--- src/rtl/ride_session_ctrl.sv ---
`timescale 1ns/1ps
// ride_session_ctrl
// Session sequencer for the ride datapath. Generates the 1 ms / 1 s tick
// enables, debounces the wheel sensor, qualifies revolutions by session
// state, measures the revolution period in ms and derives speed with a
// bit-serial restoring divider.
//
// Optional build macro: AUTO_PAUSE_EN
//   defined   : a stall in RUNNING pauses the session; a debounced wheel
//               edge in PAUSED resumes it (no clear, no rev_pulse).
//   undefined : a stall only forces speed to 0.
//
// Ports
//   clk          in   system clock
//   reset        in   async reset, active-low
//   start        in   start/resume request pulse
//   stop         in   pause/end request pulse (wins over start)
//   rev_in       in   raw wheel sensor, asynchronous
//   rev_pulse    out  qualified revolution strobe (RUNNING only)
//   ms_tick      out  1 ms strobe, free-running
//   sec_tick     out  1 s strobe, counts RUNNING time only
//   clear        out  one-cycle datapath clear
//   run          out  high in RUNNING
//   state        out  00 IDLE, 01 RUNNING, 10 PAUSED, 11 DONE
//   elapsed_s    out  seconds spent in RUNNING (saturating)
//   period_ms    out  last measured revolution period
//   speed_mps    out  speed in m/s, 0..99
//   speed_valid  out  strobe when speed_mps updates
//   times_up     out  high in DONE
//
// state    | meaning
// ---------+-----------------------------------------------
// IDLE     | no session, waiting for start
// RUNNING  | session active, time and revolutions counted
// PAUSED   | session held, counters frozen
// DONE     | session length reached, results held
module ride_session_ctrl #(
  parameter int CLK_HZ      = 100_000_000,
  parameter int WHEEL_M     = 2,
  parameter int DEBOUNCE_MS = 5,
  parameter int STALL_MS    = 3000,
  parameter int SESSION_S   = 60
) (
  input  logic        clk,
  input  logic        reset,
  input  logic        start,
  input  logic        stop,
  input  logic        rev_in,
  output logic        rev_pulse,
  output logic        ms_tick,
  output logic        sec_tick,
  output logic        clear,
  output logic        run,
  output logic [1:0]  state,
  output logic [11:0] elapsed_s,
  output logic [15:0] period_ms,
  output logic [6:0]  speed_mps,
  output logic        speed_valid,
  output logic        times_up
);

  localparam int MS_DIV = CLK_HZ / 1000;
  localparam int MS_W   = (MS_DIV > 1) ? $clog2(MS_DIV) : 1;
  localparam logic [MS_W-1:0] MS_LAST      = MS_W'(MS_DIV - 1);
  localparam logic [15:0]     DIVIDEND     = 16'(WHEEL_M * 1000);
  localparam logic [15:0]     STALL_LAST   = 16'(STALL_MS - 1);
  localparam logic [15:0]     STALL_MAX    = 16'(STALL_MS);
  localparam logic [11:0]     SESSION_LAST = 12'(SESSION_S - 1);
  localparam logic [7:0]      DEB_LAST     = 8'(DEBOUNCE_MS - 1);

  localparam logic [1:0] ST_IDLE  = 2'b00;
  localparam logic [1:0] ST_RUN   = 2'b01;
  localparam logic [1:0] ST_PAUSE = 2'b10;
  localparam logic [1:0] ST_DONE  = 2'b11;

  logic [MS_W-1:0] ms_cnt;
  logic [9:0]      sec_cnt;
  logic            sync1, sync2, deb, deb_d;
  logic [7:0]      deb_cnt;
  logic [15:0]     per_cnt;
  logic            have_ref;
  logic [1:0]      state_nxt;
  logic            do_clear, deb_rise, stall, pause_resume, auto_resume;
  logic            div_busy, div_start, q_bit;
  logic [3:0]      div_it;
  logic [15:0]     div_rem, div_quo, div_dsr, quo_nxt;
  logic [16:0]     rem_sh, rem_sub;

  assign ms_tick   = (ms_cnt == MS_LAST);
  assign run       = (state == ST_RUN);
  assign times_up  = (state == ST_DONE);
  assign sec_tick  = run && ms_tick && (sec_cnt == 10'd999);
  assign deb_rise  = deb && !deb_d;
  assign rev_pulse = deb_rise && run;
  // A revolution in the same tick takes precedence: it restarts the counter.
  assign stall     = run && ms_tick && (per_cnt == STALL_LAST) && !rev_pulse;
  assign pause_resume = (state == ST_PAUSE) && start && !stop;
  assign div_start = rev_pulse && have_ref;

`ifdef AUTO_PAUSE_EN
  assign auto_resume = (state == ST_PAUSE) && deb_rise && !start && !stop;
`else
  assign auto_resume = 1'b0;
`endif

  always_comb begin
    state_nxt = state;
    do_clear  = 1'b0;
    case (state)
      ST_IDLE: begin
        if (start && !stop) begin
          state_nxt = ST_RUN;
          do_clear  = 1'b1;
        end
      end
      ST_RUN: begin
        if (stop) state_nxt = ST_PAUSE;
        else if (sec_tick && elapsed_s == SESSION_LAST) state_nxt = ST_DONE;
`ifdef AUTO_PAUSE_EN
        else if (stall) state_nxt = ST_PAUSE;
`endif
      end
      ST_PAUSE: begin
        if (stop) begin
          state_nxt = ST_IDLE;
          do_clear  = 1'b1;
        end else if (start || auto_resume) begin
          state_nxt = ST_RUN;
        end
      end
      ST_DONE: begin
        if (stop) begin
          state_nxt = ST_IDLE;
          do_clear  = 1'b1;
        end else if (start) begin
          state_nxt = ST_RUN;
          do_clear  = 1'b1;
        end
      end
      default: state_nxt = ST_IDLE;
    endcase
  end

  always_ff @(posedge clk or negedge reset) begin
    if (!reset) begin
      state <= ST_IDLE;
      clear <= 1'b0;
    end else begin
      state <= state_nxt;
      clear <= do_clear;
    end
  end

  always_ff @(posedge clk or negedge reset) begin
    if (!reset) begin
      ms_cnt    <= '0;
      sec_cnt   <= '0;
      elapsed_s <= '0;
    end else begin
      ms_cnt <= ms_tick ? '0 : ms_cnt + 1'b1;
      if (do_clear) begin
        sec_cnt   <= '0;
        elapsed_s <= '0;
      end else begin
        if (run && ms_tick) sec_cnt <= sec_tick ? 10'd0 : sec_cnt + 10'd1;
        if (sec_tick && elapsed_s != 12'hfff) elapsed_s <= elapsed_s + 12'd1;
      end
    end
  end

  // The debounced level only moves after DEBOUNCE_MS consecutive ms ticks
  // that all saw the synchronized input disagree with it.
  always_ff @(posedge clk or negedge reset) begin
    if (!reset) begin
      sync1   <= 1'b0;
      sync2   <= 1'b0;
      deb     <= 1'b0;
      deb_d   <= 1'b0;
      deb_cnt <= '0;
    end else begin
      sync1 <= rev_in;
      sync2 <= sync1;
      deb_d <= deb;
      if (ms_tick) begin
        if (sync2 != deb) begin
          if (deb_cnt == DEB_LAST) begin
            deb     <= sync2;
            deb_cnt <= '0;
          end else begin
            deb_cnt <= deb_cnt + 8'd1;
          end
        end else begin
          deb_cnt <= '0;
        end
      end
    end
  end

  always_ff @(posedge clk or negedge reset) begin
    if (!reset) begin
      per_cnt   <= '0;
      have_ref  <= 1'b0;
      period_ms <= '0;
    end else if (do_clear) begin
      per_cnt   <= '0;
      have_ref  <= 1'b0;
      period_ms <= '0;
    end else if (rev_pulse) begin
      if (have_ref) period_ms <= per_cnt;
      per_cnt  <= '0;
      have_ref <= 1'b1;
    end else begin
      if (run && ms_tick && per_cnt != STALL_MAX) per_cnt <= per_cnt + 16'd1;
      // Time spent paused must never be measured as a revolution period.
      if (stall || pause_resume) have_ref <= 1'b0;
      if (auto_resume) begin
        have_ref <= 1'b1;
        per_cnt  <= '0;
      end
    end
  end

  // One restoring-division step per cycle: shift in the next dividend bit,
  // trial-subtract the divisor, keep the difference when it does not borrow.
  assign rem_sh  = {div_rem, div_quo[15]};
  assign rem_sub = rem_sh - {1'b0, div_dsr};
  assign q_bit   = !rem_sub[16];
  assign quo_nxt = {div_quo[14:0], q_bit};

  always_ff @(posedge clk or negedge reset) begin
    if (!reset) begin
      div_busy    <= 1'b0;
      div_it      <= '0;
      div_rem     <= '0;
      div_quo     <= '0;
      div_dsr     <= '0;
      speed_mps   <= '0;
      speed_valid <= 1'b0;
    end else begin
      speed_valid <= 1'b0;
      if (do_clear) begin
        div_busy  <= 1'b0;
        speed_mps <= '0;
      end else if (div_start) begin
        div_busy <= 1'b1;
        div_it   <= '0;
        div_rem  <= '0;
        div_quo  <= DIVIDEND;
        div_dsr  <= per_cnt;
      end else if (stall) begin
        div_busy    <= 1'b0;
        speed_mps   <= '0;
        speed_valid <= 1'b1;
      end else if (div_busy) begin
        div_rem <= q_bit ? rem_sub[15:0] : rem_sh[15:0];
        div_quo <= quo_nxt;
        div_it  <= div_it + 4'd1;
        if (div_it == 4'd15) begin
          div_busy    <= 1'b0;
          speed_valid <= 1'b1;
          speed_mps   <= (div_dsr == 16'd0 || quo_nxt > 16'd99) ? 7'd99 : quo_nxt[6:0];
        end
      end
    end
  end

endmodule

--- config.mk ---
export PLATFORM = sky130hd
export DESIGN_NAME = ride_session_ctrl
export DESIGN_NICKNAME = d
export VERILOG_FILES = /design/src/rtl/ride_session_ctrl.sv
export SDC_FILE = /design/constraint.sdc
export NUM_CORES = 1
export LEC_CHECK = 0
export BUFFER_PORTS_ARGS = -buffer_cell sky130_fd_sc_hd__buf_2
export CAP_MARGIN = 0
export CORE_AREA = 2 2 110 112
export DETAILED_ROUTE_END_ITERATION = 8
export DIE_AREA = 0 0 112 114
export PLACE_DENSITY_LB_ADDON = 0.1
export SYNTH_ARGS = -nofsm -noshare
export SYNTH_HDL_FRONTEND = slang
export SYNTH_SLANG_ARGS = --single-unit
--- constraint.sdc ---
create_clock -name clk -period 6 [get_ports clk]
set_input_delay 0.3 -clock clk [delete_from_list [all_inputs] [get_ports clk]]
set_output_delay 0.3 -clock clk [all_outputs]
set_load 0.01 [all_outputs]
After elaboration in Yosys (flattened, before gate mapping)
Index checks and enable logic that the tools add are counted.
- register bits after elaboration: 148
- output and inout bits: 44
- word-level logic and storage cells: 137
- add/subtract/negate cells: 7
- magnitude comparators: 1
- equal/unequal tests: 17
- multiplexer cells: 54
- bitwise gates (word level): 1
- reductions and logical operators: 37
- operator list (operator ; number):
    two-way mux 16 bit ; 13
    two-way mux 7 bit ; 6
    two-way mux 10 bit ; 3
    two-way mux 12 bit ; 2
    adder 17 x 1 -> 17 bit (second input constant) ; 1
    == test 17 bit (second input constant) ; 1
    two-way mux 1 bit ; 17
    two-way mux 17 bit ; 1
    subtractor 17 x 16 -> 17 bit ; 1
    adder 16 x 1 -> 16 bit (second input constant) ; 1
    == test 16 x 12 -> 1 bit (second input constant) ; 1
    > comparator 16 x 7 -> 1 bit (second input constant) ; 1
    zero test 16 bit ; 1
    two-way mux 8 bit ; 2
    inequality test 16 x 12 -> 1 bit (second input constant) ; 1
    logical AND 1 bit ; 13
    adder 12 x 1 -> 12 bit (second input constant) ; 1
    == test 12 x 6 -> 1 bit (second input constant) ; 1
    two-way mux 4 bit ; 3
    inequality test 12 bit (second input constant) ; 1
    AND reduction 3 bit ; 4
    nonzero test 3 bit ; 4
    adder 10 x 1 -> 10 bit (second input constant) ; 1
    == test 10 bit (second input constant) ; 1
    21 further kinds ; 36

Longest topological paths before layout
Gate-level depths: netlist of run 1.
- depth in word-level cells: 10
- depth in mapped cells: 12

Worst setup path after synthesis of run 1
No wires, ideal clock.
- path kind: register to register
- start point: register div_quo[15]
- end point: register div_rem[8]
- data arrival time: 2714 ps
- required time: 5931 ps
- path slack: 3217 ps
- stages on the path, launching flop included: 13
- path through: dfrtp_1 -> inv_1 -> ha_1 -> fa_1 -> nand2b_1 -> a211oi_1 -> o211ai_1 -> nand3_1 -> xnor2_1 -> clkbuf_1 -> clkbuf_1 -> nand3_1 -> nand3_1
- cells in the longest elaborated chain, start to end: 5
- RTL lines (element ; RTL line ; RTL):
    start: declaration ; 86 ; logic [15:0] div_rem, div_quo, div_dsr, quo_nxt;
    start signal: assignment ; 256 ; div_quo <= quo_nxt;
    subtractor 17 x 16 -> 17 bit ; 226 ; assign rem_sub = rem_sh - {1'b0, div_dsr};
    two-way mux 16 bit ; 255 ; div_rem <= q_bit ? rem_sub[15:0] : rem_sh[15:0];
    two-way mux 16 bit ; 254 ; end else if (div_busy) begin
    two-way mux 16 bit ; 250 ; end else if (stall) begin
    two-way mux 16 bit ; 244 ; end else if (div_start) begin
    end signal: assignment ; 255 ;
    end: declaration ; 86 ;
No other way between the ends. The select of a mux whose other input is x is not followed.
A chain may end at the register's enable or synchronous reset.

Final worst setup path of run 1
- start point: register div_quo[15]
- end point: register div_rem[11]
Same word-level chain as after synthesis.

==> Flow_metrics.wiki, run 1 <==
{| class="wikitable"
! Metric !! Value
|-
| Outcome || finished, final reports clean
|-
| IO Pins || 49
|-
| Number of cells on the worst reg-to-reg path || 10
|-
| Worst hold path class || in2reg
|-
| Initial antenna violation count || 0
|-
| Number of sinks on the clock net || 148
|-
| CTS H-tree depth || 4
|-
| Effective utilization at floorplan || 0.630
|-
| Vias in the first global route || 6024
|-
| Setup TNS Final || 0 ns
|-
| Setup slack after placement || 2.94 ns
|-
| Fraction of synthesized area in multiplexers || 0.00288
|-
| Type of the worst setup path || reg2reg
|-
| Maximum number of pins on one net before global-route repair || 81
|-
| Yosys synthesis warning count || 0
|-
| Gate count after technology mapping || 776
|-
| Leak pwr || 3.95 nW
|-
| Max Buffers Root-to-Sink || 2
|-
| Detailed placer's ending HPWL || 11600 µm
|-
| Total Nets Final || 860
|-
| Clock slew at the register clock pins of the worst setup and hold paths || 0.06 ns
|-
| Post-DP Area || 7750 µm²
|-
| Total of endpoints with negative setup slack in the final report || 0
|-
| # DRC || 0
|-
| Crit path capture type || flip-flop
|-
| Simple-gate portion of the synthesized area || 0.229
|-
| Number of nets produced by synthesis || 806
|-
| Vertical extent of the die || 114 µm
|-
| Startpoint kind of the worst setup timing path || flip-flop
|-
| Average detailed-routed wire length per instance || 17.2 µm
|-
| Final Hold Vio Count || 0
|-
| Worst stage delay on the critical path || 0.69 ns
|-
| Critical Path Slowest Stage Cell || sky130_fd_sc_hd__xor2_1
|-
| Fraction of synthesized cell area in xor and xnor cells || 0.0618
|-
| Data arrival time at the worst-slack endpoint || 3.45 ns
|-
| Main combinational cell family by area after synthesis || simple AND/OR/NAND/NOR gates
|-
| Transition time of the tightest slew-check pin || 0.985 ns
|-
| #FFs+latches synth || 148
|-
| WL final || 17000 µm
|-
| Minimum period implied by the final worst setup slack || 3.11 ns
|-
| Clock Latency Late Sink || 0.43 ns
|-
| Global placer's final weighted congestion || 0.885
|-
| Worst Path Required || 6.34 ns
|-
| Commonest cells after routing, fill and taps aside || sky130_fd_sc_hd__dfrtp_1 (148), sky130_fd_sc_hd__nand2_1 (107), sky130_fd_sc_hd__nor2_1 (79)
|-
| Final antenna diode count || 0
|-
| Remaining global-route overflow || 0
|-
| Skew final || 0.0127 ns
|-
| Distinct cell type count of the synthesized netlist || 66
|-
| First-pass iteration count of the detailed router || 5
|-
| Number of gates given a new drive strength after cts || 0
|-
| Relative slew margins || 0.343
|-
| Compound-gate portion of the synthesized area || 0.130
|-
| Number of rows in the core area || 40
|-
| Number of CTS-inserted buffers || 17
|-
| Cells traversed along the worst timing path || inv_1 > ha_1 > fa_1 > nand2b_1 > a211oi_1 > o211ai_1 > nand3_1 > xor2_1 > nand2_1 > o21ai_1
|-
| Clk root buf || sky130_fd_sc_hd__clkbuf_16
|-
| Synthesized area per cell || 9.50 µm²
|-
| Core ar. || 11700 µm²
|-
| Number of synthesized flops with an enable pin || 0
|-
| Maximum clock rate || 0.321 GHz
|-
| Synthesis-to-finish area growth || 13.4%
|-
| Number of cells traversed by the worst hold path || 2
|-
| Maximum fanout along the worst path || 10
|-
| Port-buffer cells || 48
|-
| Fraction of layout cells with a size suffix above 1 || 0.111
|-
| Number of nets with antenna violations after routing || 0
|-
| Sequential element share of the synthesized area || 0.502
|-
| Setup WS post-layout || 2.89 ns
|-
| RSZ-0062 raised after global routing || no
|-
| First-pass GRT wire length || 28900 µm
|-
| Post-route cell area || 8360 µm²
|-
| Via density || 6.06
|-
| CTS tree || yes
|-
| Overall die area || 12800 µm²
|-
| Peak supply drop || 0.572 mV
|-
| Ratio of total power to cell area || 386 nW/µm²
|-
| Number of max-slew violations in the final report || 0
|-
| Share of the clock period used by the worst path || 0.518
|-
| Horizontal extent of the die || 112 µm
|-
| Cell area after technology mapping || 7370 µm²
|-
| Most common cell after layout, fill and taps aside || sky130_fd_sc_hd__dfrtp_1
|-
| Dominant register cell in the synthesized netlist || sky130_fd_sc_hd__dfrtp_1
|-
| Detailed-route via count || 5985
|-
| Max cap viols || 0
|-
| Global-route total usage across every layer || 0.285
|-
| Fraction of registers with async set/reset || 1.00
|-
| Synthesized-area fraction occupied by adder cells || 0.0434
|-
| Initial DRC count || 521
|}
[registers in the layout, summed over array words and instances (netlist names), 2 cells and up]
signal,cells
deb_cnt,8
div_dsr,16
div_it,4
div_quo,16
div_rem,16
elapsed_s,12
ms_cnt,17
per_cnt,16
period_ms,16
sec_cnt,10
speed_mps,7
state,2
[what timing repair did]
item,in CTS,in global routing
setup endpoints to repair,0,0
endpoints found under the hold margin,69,0
hold buffers,2,0
buffers inserted,0,0
[critical path: cells and delay by family, from the launching register on]
kind	cells	cell delay, ns
flops	1	0.34
buf+inv	1	0.06
simple gates	3	0.54
fa+ha+maj	2	0.61
compound gates	3	0.77
xor+xnor	1	0.69
[Yosys cell counts, types with 3 or more instances]
master	count	area [µm²]
sky130_fd_sc_hd__dfrtp_1	148	3700
sky130_fd_sc_hd__nor3_1	12	60.1
sky130_fd_sc_hd__and3_1	21	131
sky130_fd_sc_hd__xor2_1	25	219
sky130_fd_sc_hd__o21ai_0	60	300
sky130_fd_sc_hd__o31ai_1	7	52.6
sky130_fd_sc_hd__ha_1	24	300
sky130_fd_sc_hd__inv_1	30	113
sky130_fd_sc_hd__nor2b_1	5	31.3
sky130_fd_sc_hd__nor4bb_1	3	30.0
sky130_fd_sc_hd__buf_2	5	25.0
sky130_fd_sc_hd__o21a_1	4	30.0
sky130_fd_sc_hd__nor4b_1	6	52.6
sky130_fd_sc_hd__a21oi_1	23	115
sky130_fd_sc_hd__clkbuf_1	15	56.3
sky130_fd_sc_hd__and2_1	4	25.0
sky130_fd_sc_hd__nand2b_1	13	81.3
sky130_fd_sc_hd__o22a_1	6	52.6
sky130_fd_sc_hd__nand4_1	15	93.8
sky130_fd_sc_hd__nand3_1	51	255
sky130_fd_sc_hd__o211ai_1	5	37.5
sky130_fd_sc_hd__a32oi_1	5	43.8
sky130_fd_sc_hd__xnor2_1	27	236
sky130_fd_sc_hd__nor4_1	8	50.1
sky130_fd_sc_hd__o22ai_1	3	18.8
sky130_fd_sc_hd__nor2_1	79	297
sky130_fd_sc_hd__a22o_1	13	114
sky130_fd_sc_hd__or3_1	4	25.0
sky130_fd_sc_hd__o21ai_1	5	25.0
sky130_fd_sc_hd__nand2_1	107	402
[layout make-up]
| class | instances | area (µm²) |
|---|---|---|
| Tap cell | 147 | 184 |
| Clock inverter | 7 | 97.6 |
| Inverter | 31 | 116 |
| Multi-Input combinational cell | 575 | 3450 |
| Sequential cell | 148 | 3700 |
| Clock buffer | 23 | 488 |
| Timing Repair Buffer | 57 | 319 |
| Fill cell | 890 | 3350 |
[kinds of logic (layout without fill, tap and decap cells)]
| group | count (synthesis) | after routing |
|---|---|---|
| buffers and inverters | 53 | 118 |
| adder cells (fa/ha/maj) | 25 | 25 |
| multiplexers | 2 | 2 |
| XOR/XNOR | 52 | 52 |
| flip-flops | 148 | 148 |
| AO/OA/AOI/OAI | 151 | 151 |
| AND/OR/NAND/NOR | 345 | 345 |
[final timing paths]
| kind | slack (ns) | startpoint | to |
|---|---|---|---|
| hold reg to reg | 0.39 | sync1 | sync2 |
| max in group asynchronous | 4.09 | reset | div_dsr[11] |
| setup reg to reg | 2.89 | div_quo[15] | div_rem[11] |
| hold / removal | 0.1 | stop | state[0] |
| min in group asynchronous | 0.45 | reset | div_rem[10] |
| setup / recovery | 2.89 | div_quo[15] | div_rem[11] |
[through the flow]
step,utilization,cells,power (mW),hold slack (ns)
after floorplan,-,776,1.91,0.00441
after global placement,0.662,956,2.12,0.346
after detailed placement,0.662,956,2.15,0.345
after CTS,0.714,988,3.22,0.0905
after global routing,0.714,988,3.40,0.105
final,0.714,988,3.23,0.0987
[report_power, final]
part,switching [mW],total (mW),internal (mW),leakage (nW)
sequential,0.104,1.21,1.11,2.00
combinational,0.593,0.963,0.370,1.68
clock,0.402,1.06,0.653,0.282
total,1.10,3.23,2.13,3.95
[metal layers]
layer | global-route usage | vias up | routed length, µm
met5 | 0 | - | 0
met4 | 0.122 | 0 | 491
met3 | 0.0696 | 39 | 819
met2 | 0.465 | 171 | 8420
met1 | 0.370 | 2924 | 7240
li1 | - | 2851 | -
(Power assumes the default switching activity.)
==> run 2: changes to the inputs <==
--- a/config.mk
+++ b/config.mk
@@ -5,11 +5,12 @@
 export SDC_FILE = /design/constraint.sdc
 export NUM_CORES = 1
 export LEC_CHECK = 0
+export ABC_AREA = 1
 export BUFFER_PORTS_ARGS = -buffer_cell sky130_fd_sc_hd__buf_2
 export CAP_MARGIN = 0
-export CORE_AREA = 2 2 110 112
+export CORE_AREA = 2 2 121 123
 export DETAILED_ROUTE_END_ITERATION = 8
-export DIE_AREA = 0 0 112 114
+export DIE_AREA = 0 0 123 125
 export PLACE_DENSITY_LB_ADDON = 0.1
 export SYNTH_ARGS = -nofsm -noshare
 export SYNTH_HDL_FRONTEND = slang
==> constraint.sdc (replaced) <==
create_clock -name clk -period 3.15 [get_ports clk]
set_input_delay 0.1575 -clock clk [delete_from_list [all_inputs] [get_ports clk]]
set_output_delay 0.1575 -clock clk [all_outputs]
set_load 0.01 [all_outputs]
==> run 2 against run 1 <==
Net effect:
- power grew 44%
- non-clock buffer count is 2 higher
- largest power group is now clock
- maximum frequency up 11%
- largest cell class is now multi-input gates
- first-iteration DRC count grew 11%
- wire length grew 15%
- via count up 22%
==> Flow_metrics.wiki, run 2 <==
{| class="wikitable"
! Metric !! Value
|-
| Outcome || finished, final reports clean (unchanged)
|-
| Leak pwr || 5.12 nW (was 3.95 nW)
|-
| Vias in the first global route || 6703 (was 6024)
|-
| Proportion of power drawn by combinational gates || 0.105 (was 0.298)
|-
| Crit path capture type || flip-flop (unchanged)
|-
| Overall die area || 15400 µm² (was 12800 µm²)
|-
| First-pass GRT wire length || 32500 µm (was 28900 µm)
|-
| Dominant cells by area after synthesis || sky130_fd_sc_hd__dfrtp_1 (44%), sky130_fd_sc_hd__nand2_1 (15%), sky130_fd_sc_hd__nand3_1 (6.8%) (was sky130_fd_sc_hd__dfrtp_1 (50%), sky130_fd_sc_hd__nand2_1 (5.4%), sky130_fd_sc_hd__ha_1 (4.1%))
|-
| Synthesis-to-finish area growth || 12.1% (was 13.4%)
|-
| Clock slew at the register clock pins of the worst setup and hold paths || 0.06 ns (about the same)
|-
| Number of nets produced by synthesis || 1148 (was 806)
|-
| Reg with most FFs || ms_cnt (unchanged)
|-
| Gate count after technology mapping || 1118 (was 776)
|-
| Remaining global-route overflow || 0 (unchanged)
|-
| Horizontal extent of the die || 123 µm (was 112 µm)
|-
| Total of endpoints with negative setup slack in the final report || 0 (unchanged)
|-
| Clk root buf || sky130_fd_sc_hd__clkbuf_16 (unchanged)
|-
| Type of the worst setup path || reg2reg (unchanged)
|-
| Cell with the most instances after synthesis || sky130_fd_sc_hd__nand2_1 (was sky130_fd_sc_hd__dfrtp_1)
|-
| Sequential cell area in the final layout || 3700 µm² (unchanged)
|-
| Clock share of power || 0.449 (was 0.327)
|-
| Vertical extent of the die || 125 µm (was 114 µm)
|-
| Global placer's final weighted congestion || 0.944 (was 0.885)
|-
| # DRC || 0 (unchanged)
|-
| Post-DP Area || 8890 µm² (was 7750 µm²)
|-
| Number of CTS-inserted buffers || 17 (unchanged)
|-
| Number of sinks on the clock net || 148 (unchanged)
|-
| Post-route cell area || 9520 µm² (was 8360 µm²)
|-
| Final antenna diode count || 0 (unchanged)
|-
| Cell area after technology mapping || 8490 µm² (was 7370 µm²)
|-
| Number of rows in the core area || 44 (was 40)
|-
| Max cap viols || 0 (unchanged)
|-
| Dominant register cell in the synthesized netlist || sky130_fd_sc_hd__dfrtp_1 (unchanged)
|-
| CTS H-tree depth || 4 (unchanged)
|-
| IO Pins || 49 (unchanged)
|-
| Startpoint kind of the worst setup timing path || flip-flop (unchanged)
|-
| Worst Path Required || 3.46 ns (was 6.34 ns)
|-
| Distinct cell type count of the synthesized netlist || 45 (was 66)
|-
| Peak supply drop || 0.402 mV (was 0.572 mV)
|-
| Top cell type by total area after synthesis || sky130_fd_sc_hd__dfrtp_1 (unchanged)
|-
| Most common cell after layout, fill and taps aside || sky130_fd_sc_hd__nand2_1 (was sky130_fd_sc_hd__dfrtp_1)
|-
| Max Buffers Root-to-Sink || 2 (unchanged)
|-
| Global-route total usage across every layer || 0.264 (was 0.285)
|-
| Total Nets Final || 1199 (was 860)
|-
| Initial antenna violation count || 0 (unchanged)
|-
| Number of nets with antenna violations after routing || 0 (unchanged)
|-
| Most numerous cell types in the synthesized netlist || sky130_fd_sc_hd__nand2_1 (345), sky130_fd_sc_hd__dfrtp_1 (148), sky130_fd_sc_hd__inv_1 (125) (was sky130_fd_sc_hd__dfrtp_1 (148), sky130_fd_sc_hd__nand2_1 (107), sky130_fd_sc_hd__nor2_1 (79))
|-
| Max FFs per register || 17 (unchanged)
|-
| Relative slew margins || 0.601 (was 0.343)
|-
| Fraction of layout cells with a size suffix above 1 || 0.109 (was 0.111)
|-
| Critical path launch point || div_quo[15] (unchanged)
|-
| #FFs+latches synth || 148 (unchanged)
|-
| Commonest cells after routing, fill and taps aside || sky130_fd_sc_hd__nand2_1 (345), sky130_fd_sc_hd__dfrtp_1 (148), sky130_fd_sc_hd__inv_1 (125) (was sky130_fd_sc_hd__dfrtp_1 (148), sky130_fd_sc_hd__nand2_1 (107), sky130_fd_sc_hd__nor2_1 (79))
|-
| Maximum number of pins on one net before global-route repair || 65 (was 81)
|-
| Number of synthesized flops with an enable pin || 0 (unchanged)
|-
| Fraction of post-synthesis cell area in the top cell type by area || 0.436 (was 0.502)
|-
| Core ar. || 14200 µm² (was 11700 µm²)
|-
| Via density || 5.36 (was 6.06)
|-
| Worst Hold Path EP || state[1] (was state[0])
|-
| RSZ-0062 raised after global routing || no (unchanged)
|-
| Maximum clock rate || 0.358 GHz (was 0.321 GHz)
|-
| Filler Cell Count || 1251 (was 890)
|-
| Number of cells traversed by the worst hold path || 4 (was 2)
|-
| Worst hold path class || in2reg (unchanged)
|-
| Net switching power figure || 1.20 mW (was 1.10 mW)
|-
| Port-buffer cells || 48 (unchanged)
|-
| Setup TNS Final || 0 ns (unchanged)
|-
| Fraction of registers with async set/reset || 1.00 (unchanged)
|-
| Fraction of power spent switching nets || 0.257 (was 0.341)
|-
| Sequential element share of the synthesized area || 0.436 (was 0.502)
|-
| Synthesized area per cell || 7.60 µm² (was 9.50 µm²)
|-
| Transition time of the tightest slew-check pin || 0.598 ns (was 0.985 ns)
|-
| Cell internal power dissipation || 3.45 mW (was 2.13 mW)
|-
| Worst R2R Setup Slack || 0.35 ns (was 2.89 ns)
|-
| Data arrival time at the worst-slack endpoint || 3.10 ns (was 3.45 ns)
|-
| Clock Latency Late Sink || 0.42 ns (was 0.43 ns)
|-
| CTS tree || yes (unchanged)
|-
| Share of the clock period used by the worst path || 0.888 (was 0.518)
|-
| Endpoint of the most critical register-to-register path || speed_mps[0] (was div_rem[11])
|-
| Initial DRC count || 578 (was 521)
|-
| Minimum period implied by the final worst setup slack || 2.80 ns (was 3.11 ns)
|-
| Maximum fanout along the worst path || 17 (was 10)
|-
| First-pass iteration count of the detailed router || 5 (unchanged)
|-
| Number of cells on the worst reg-to-reg path || 15 (was 10)
|-
| Detailed-route via count || 7317 (was 5985)
|-
| Average detailed-routed wire length per instance || 14.3 µm (was 17.2 µm)
|-
| Final total power || 4.65 mW (was 3.23 mW)
|-
| Detailed placer's ending HPWL || 14000 µm (was 11600 µm)
|-
| Ratio of total power to cell area || 488 nW/µm² (was 386 nW/µm²)
|-
| Effective utilization at floorplan || 0.598 (was 0.630)
|-
| Hold Crit Start || start (was stop)
|-
| WL final || 19500 µm (was 17000 µm)
|-
| Number of max-slew violations in the final report || 0 (unchanged)
|-
| Final Hold Vio Count || 0 (unchanged)
|-
| Critical register-to-register path startpoint || div_quo[15] (unchanged)
|-
| Number of gates given a new drive strength after cts || 0 (unchanged)
|-
| Yosys synthesis warning count || 0 (unchanged)
|-
| Part of the total power dissipated in sequential elements || 0.445 (was 0.375)
|-
| Multi-input gate area || 4110 µm² (was 3450 µm²)
|-
| Skew final || 0.00676 ns (was 0.0127 ns)
|}
## run 2: changes by cell type after synthesis, sizes merged, moves of 13 or more
cell,before,now
nor3,13,27
nand3,51,120
inv,31,137
xnor2,27,11
and3,21,1
nand2,107,355
o21ai,65,51
nand2b,13,0
## run 2: what timing repair did
action	4_1_cts	5_1_grt
buffers inserted	0	0
hold endpoints to repair	47	0
hold buffers	2	0
## run 2: per-stage QoR
step	cells	hold slack (ns)	utilization	setup WS, ns
4_1_cts	1365	0.000375	0.670	0.372
6_report	1365	0.0197	0.670	0.353
5_1_grt	1365	0.0123	0.670	0.0984
3_3_place_gp	1332	0.124	0.626	0.510
3_5_place_dp	1332	0.124	0.626	0.378
2_1_floorplan	1118	-0.138	-	0.994
## run 2: worst max-delay path, stage by stage, from the launching register on
cell and delay [ns]:
sky130_fd_sc_hd__dfrtp_1 0.34, sky130_fd_sc_hd__inv_1 0.06, sky130_fd_sc_hd__ha_1 0.22, sky130_fd_sc_hd__fa_1 0.41, sky130_fd_sc_hd__inv_1 0.10, sky130_fd_sc_hd__nand3_1 0.07, sky130_fd_sc_hd__nand2_1 0.15, sky130_fd_sc_hd__nand2_1 0.08
sky130_fd_sc_hd__nand2_1 0.09, sky130_fd_sc_hd__nand2_1 0.07, sky130_fd_sc_hd__nand2_1 0.06, sky130_fd_sc_hd__nand2_1 0.24, sky130_fd_sc_hd__nand2_2 0.36, sky130_fd_sc_hd__inv_1 0.18, sky130_fd_sc_hd__o21ai_0 0.19, sky130_fd_sc_hd__nand2_1 0.07
## run 2: kinds of logic after synthesis
family / Yosys count / share of synthesized area
DFF: 148 / 0.436
and+or+nand+nor: 633 / 0.331
buffers and inverters: 164 / 0.0804
adders and majority gates: 25 / 0.0377
AOI/OAI and AO/OA: 107 / 0.0722
xor gates and xnor gates: 41 / 0.0423
## run 2: metal layers
| metal | track usage | vias to the layer above | part of all wire |
|---|---|---|---|
| met5 | 0 | - | 0 |
| li1 | - | 3697 | - |
| met3 | 0.0579 | 27 | 0.049 |
| met4 | 0.0668 | 0 | 0.012 |
| met2 | 0.386 | 191 | 0.44 |
| met1 | 0.402 | 3402 | 0.50 |
## run 2: power groups by stage
stage	clock network (mW)	registers, mW	logic, mW
2_1_floorplan	0	2.09	0.328
3_3_place_gp	0	2.10	0.479
3_5_place_dp	0	2.10	0.486
4_1_cts	2.12	2.07	0.490
5_1_grt	2.22	2.08	0.547
6_report	2.09	2.07	0.489
## run 2: cell type report
cell class,count,share of cell area
inverter,137,0.0546
sequential,148,0.389
tap,184,0.0242
clock buffer,22,0.0509
multi-input combinational,806,0.432
clock inverter,9,0.0133
timing repair buffer,59,0.0364
## run 2: how the worst max path moves through the flow
| stage | end | slack, ns |
|---|---|---|
| global placement | speed_mps[0] | 0.51 |
| detailed placement | speed_mps[0] | 0.38 |
| floorplan | div_rem[0] | 0.99 |
| finish | speed_mps[0] | 0.35 |
| CTS | speed_mps[0] | 0.37 |
| global route | speed_mps[0] | 0.1 |
==> run 3: changes to the inputs <==
--- a/config.mk
+++ b/config.mk
@@ -12,6 +12,7 @@
 export DETAILED_ROUTE_END_ITERATION = 8
 export DIE_AREA = 0 0 123 125
 export PLACE_DENSITY_LB_ADDON = 0.1
+export RECOVER_POWER = 100
 export SYNTH_ARGS = -nofsm -noshare
 export SYNTH_HDL_FRONTEND = slang
 export SYNTH_SLANG_ARGS = --single-unit
==> run 3 against run 2 <==
Net effect:
- the run now ends with capacitance limit, slew limit left
- setup slack got worse by 0.076 ns
- via count fell by 0.30%
- final cell count did not move
- flip-flop and latch count did not move
- utilization fell by 0.82 points
- global-route usage did not move
- worst hold slack got worse by 0.0067 ns
- power fell by 0.73%
- first-iteration DRC count rose by 14%
- die area did not move
- highest routed layer unchanged
==> Flow_metrics.wiki, run 3 (same netlist as run 2, synthesis figures left out) <==
{| class="wikitable"
! Metric !! Value
|-
| Final antenna diode count || 0 (unchanged)
|-
| Maximum clock rate || 0.348 GHz (was 0.358 GHz)
|-
| Share of the clock period used by the worst path || 0.912 (was 0.888)
|-
| Worst R2R Setup Slack || 0.28 ns (was 0.35 ns)
|-
| Average detailed-routed wire length per instance || 14.3 µm (about the same)
|-
| Global placer's final weighted congestion || 0.944 (unchanged)
|-
| Clock Latency Late Sink || 0.42 ns (about the same)
|-
| Peak supply drop || 0.403 mV (was 0.402 mV)
|-
| RSZ-0062 raised after global routing || no (unchanged)
|-
| Fraction of layout cells with a size suffix above 1 || 0.0610 (was 0.109)
|-
| Critical Path Slowest Stage Cell || sky130_fd_sc_hd__nand2_1 (was sky130_fd_sc_hd__fa_1)
|-
| Max cap viols || 1 (was 0)
|-
| Failing checks || capacitance limit, slew limit
|-
| Number of CTS-inserted buffers || 17 (unchanged)
|-
| Number of sinks on the clock net || 148 (unchanged)
|-
| Startpoint kind of the worst setup timing path || flip-flop (unchanged)
|-
| Vertical extent of the die || 125 µm (unchanged)
|-
| Clk root buf || sky130_fd_sc_hd__clkbuf_16 (unchanged)
|-
| # DRC || 0 (unchanged)
|-
| Vias in the first global route || 6703 (unchanged)
|-
| Cells traversed along the worst timing path || ha_1 > nand3_1 > inv_1 > nand3_1 > nor2_8 > nand2_1 > nor2_8 > inv_2 > nand2_1 > nand2_2 > a21boi_0 (was inv_1 > ha_1 > fa_1 > inv_1 > nand3_1 > nand2_1 > nand2_1 > nand2_1 > nand2_1 > nand2_1 > nand2_1 > nand2_2 > inv_1 > o21ai_0 > nand2_1)
|-
| Total of endpoints with negative setup slack in the final report || 0 (unchanged)
|-
| Max FFs per register || 17 (unchanged)
|-
| Global-route total usage across every layer || 0.264 (unchanged)
|-
| Commonest cells after routing, fill and taps aside || sky130_fd_sc_hd__nand2_1 (349), sky130_fd_sc_hd__dfrtp_1 (148), sky130_fd_sc_hd__inv_1 (128) (was sky130_fd_sc_hd__nand2_1 (345), sky130_fd_sc_hd__dfrtp_1 (148), sky130_fd_sc_hd__inv_1 (125))
|-
| Clock slew at the register clock pins of the worst setup and hold paths || 0.06 ns (about the same)
|-
| Core ar. || 14200 µm² (unchanged)
|-
| Post-DP Area || 8890 µm² (unchanged)
|-
| Initial DRC count || 660 (was 578)
|-
| IO Pins || 49 (unchanged)
|-
| Most common cell after layout, fill and taps aside || sky130_fd_sc_hd__nand2_1 (unchanged)
|-
| Worst stage delay on the critical path || 0.50 ns (was 0.41 ns)
|-
| Number of nets with antenna violations after routing || 0 (unchanged)
|-
| Synthesis-to-finish area growth || 10.7% (was 12.1%)
|-
| Filler Cell Count || 1292 (was 1251)
|-
| First-pass iteration count of the detailed router || 5 (unchanged)
|-
| Reg with most FFs || ms_cnt (unchanged)
|-
| Setup WS post-layout || 0.278 ns (was 0.353 ns)
|-
| Setup slack after placement || 0.378 ns (unchanged)
|-
| Worst Path Required || 3.48 ns (was 3.46 ns)
|-
| Maximum fanout along the worst path || 20 (was 17)
|-
| Transition time of the tightest slew-check pin || 2.12 ns (was 0.598 ns)
|-
| Initial antenna violation count || 0 (unchanged)
|-
| Number of rows in the core area || 44 (unchanged)
|-
| Horizontal extent of the die || 123 µm (unchanged)
|-
| Type of the worst setup path || reg2reg (unchanged)
|-
| Buffers plus inverters on the worst setup path || 2 (was 3)
|-
| CTS H-tree depth || 4 (unchanged)
|-
| # placed instances || 1332 (unchanged)
|-
| Detailed-route via count || 7295 (was 7317)
|-
| Relative slew margins || -0.413 (was 0.601)
|-
| Remaining global-route overflow || 0 (unchanged)
|-
| Maximum number of pins on one net before global-route repair || 65 (unchanged)
|-
| Final total power || 4.61 mW (was 4.65 mW)
|-
| Max Buffers Root-to-Sink || 2 (unchanged)
|-
| Overall die area || 15400 µm² (unchanged)
|-
| Ratio of total power to cell area || 491 nW/µm² (was 488 nW/µm²)
|-
| CTS tree || yes (unchanged)
|-
| Port-buffer cells || 48 (unchanged)
|-
| Data arrival time at the worst-slack endpoint || 3.20 ns (was 3.10 ns)
|-
| Minimum period implied by the final worst setup slack || 2.87 ns (was 2.80 ns)
|-
| Number of max-slew violations in the final report || 49 (was 0)
|-
| Worst hold path class || in2reg (unchanged)
|-
| First-pass GRT wire length || 32500 µm (unchanged)
|-
| WL final || 19500 µm (about the same)
|-
| Fin cells || 1365 (unchanged)
|-
| Total Nets Final || 1199 (unchanged)
|-
| Post-route cell area || 9400 µm² (was 9520 µm²)
|-
| Effective utilization at floorplan || 0.598 (unchanged)
|-
| Via density || 5.34 (was 5.36)
|-
| Outcome || finished with violations (was finished, final reports clean)
|-
| Detailed placer's ending HPWL || 14000 µm (unchanged)
|-
| Skew final || 0.00563 ns (was 0.00676 ns)
|-
| Final Hold Vio Count || 0 (unchanged)
|-
| Leak pwr || 4.90 nW (was 5.12 nW)
|-
| Largest delay contributor family on the critical path || simple AND/OR/NAND/NOR gates (unchanged)
|-
| Worst Hold Margin || 0.0130 ns (was 0.0197 ns)
|-
| Share of the core filled with cells in the final layout || 0.662 (was 0.670)
|-
| Setup TNS Final || 0 ns (unchanged)
|-
| Crit path capture type || flip-flop (unchanged)
|}
[run 3: path summary, 6_finish.rpt]
kind / from / end / depth (start not counted)
min in group asynchronous: reset / div_quo[4] / 2
max in group asynchronous: reset / elapsed_s[5] / 3
setup / recovery: ms_cnt[0] / per_cnt[3] / 11
setup reg to reg: ms_cnt[0] / per_cnt[3] / 11
hold reg to reg: sync1 / sync2 / 0
hold / removal: start / state[1] / 4
[run 3: area by class of cell]
| cell class | instances | area (µm²) | share of cell area |
|---|---|---|---|
| clock buffers | 22 | 484 | 0.0515 |
| clock inverters | 9 | 126 | 0.0134 |
| inverters | 137 | 518 | 0.0551 |
| multi-input cells | 806 | 4060 | 0.432 |
| flip-flops and latches | 148 | 3700 | 0.394 |
| well taps | 184 | 230 | 0.0245 |
| repair buffers | 59 | 277 | 0.0294 |
[run 3: tightest hold or removal path: stages]
cell	delay (ns)
sky130_fd_sc_hd__buf_2	0.08
sky130_fd_sc_hd__inv_1	0.04
sky130_fd_sc_hd__nand3_1	0.07
sky130_fd_sc_hd__nand2_1	0.05
[run 3: per-layer routing]
metal / vias to the layer above / GRT usage / share of wire
li1: 3697 / - / -
met1: 3393 / 0.402 / 0.50
met2: 177 / 0.386 / 0.44
met3: 28 / 0.0579 / 0.044
met4: 0 / 0.0668 / 0.013
met5: - / 0 / 0
[run 3: power by group]
group | internal, mW | leakage (nW) | total [mW] | switching, mW
Combinational | 0.132 | 2.57 | 0.458 | 0.325
Clock | 1.32 | 0.302 | 2.09 | 0.765
Sequential | 1.98 | 2.03 | 2.07 | 0.0873
[run 3: repair_timing]
item	4_1_cts	5_1_grt
resized for setup	0	0
hold buffers	2	0
buffers inserted	0	0
endpoints found under the hold margin	47	0
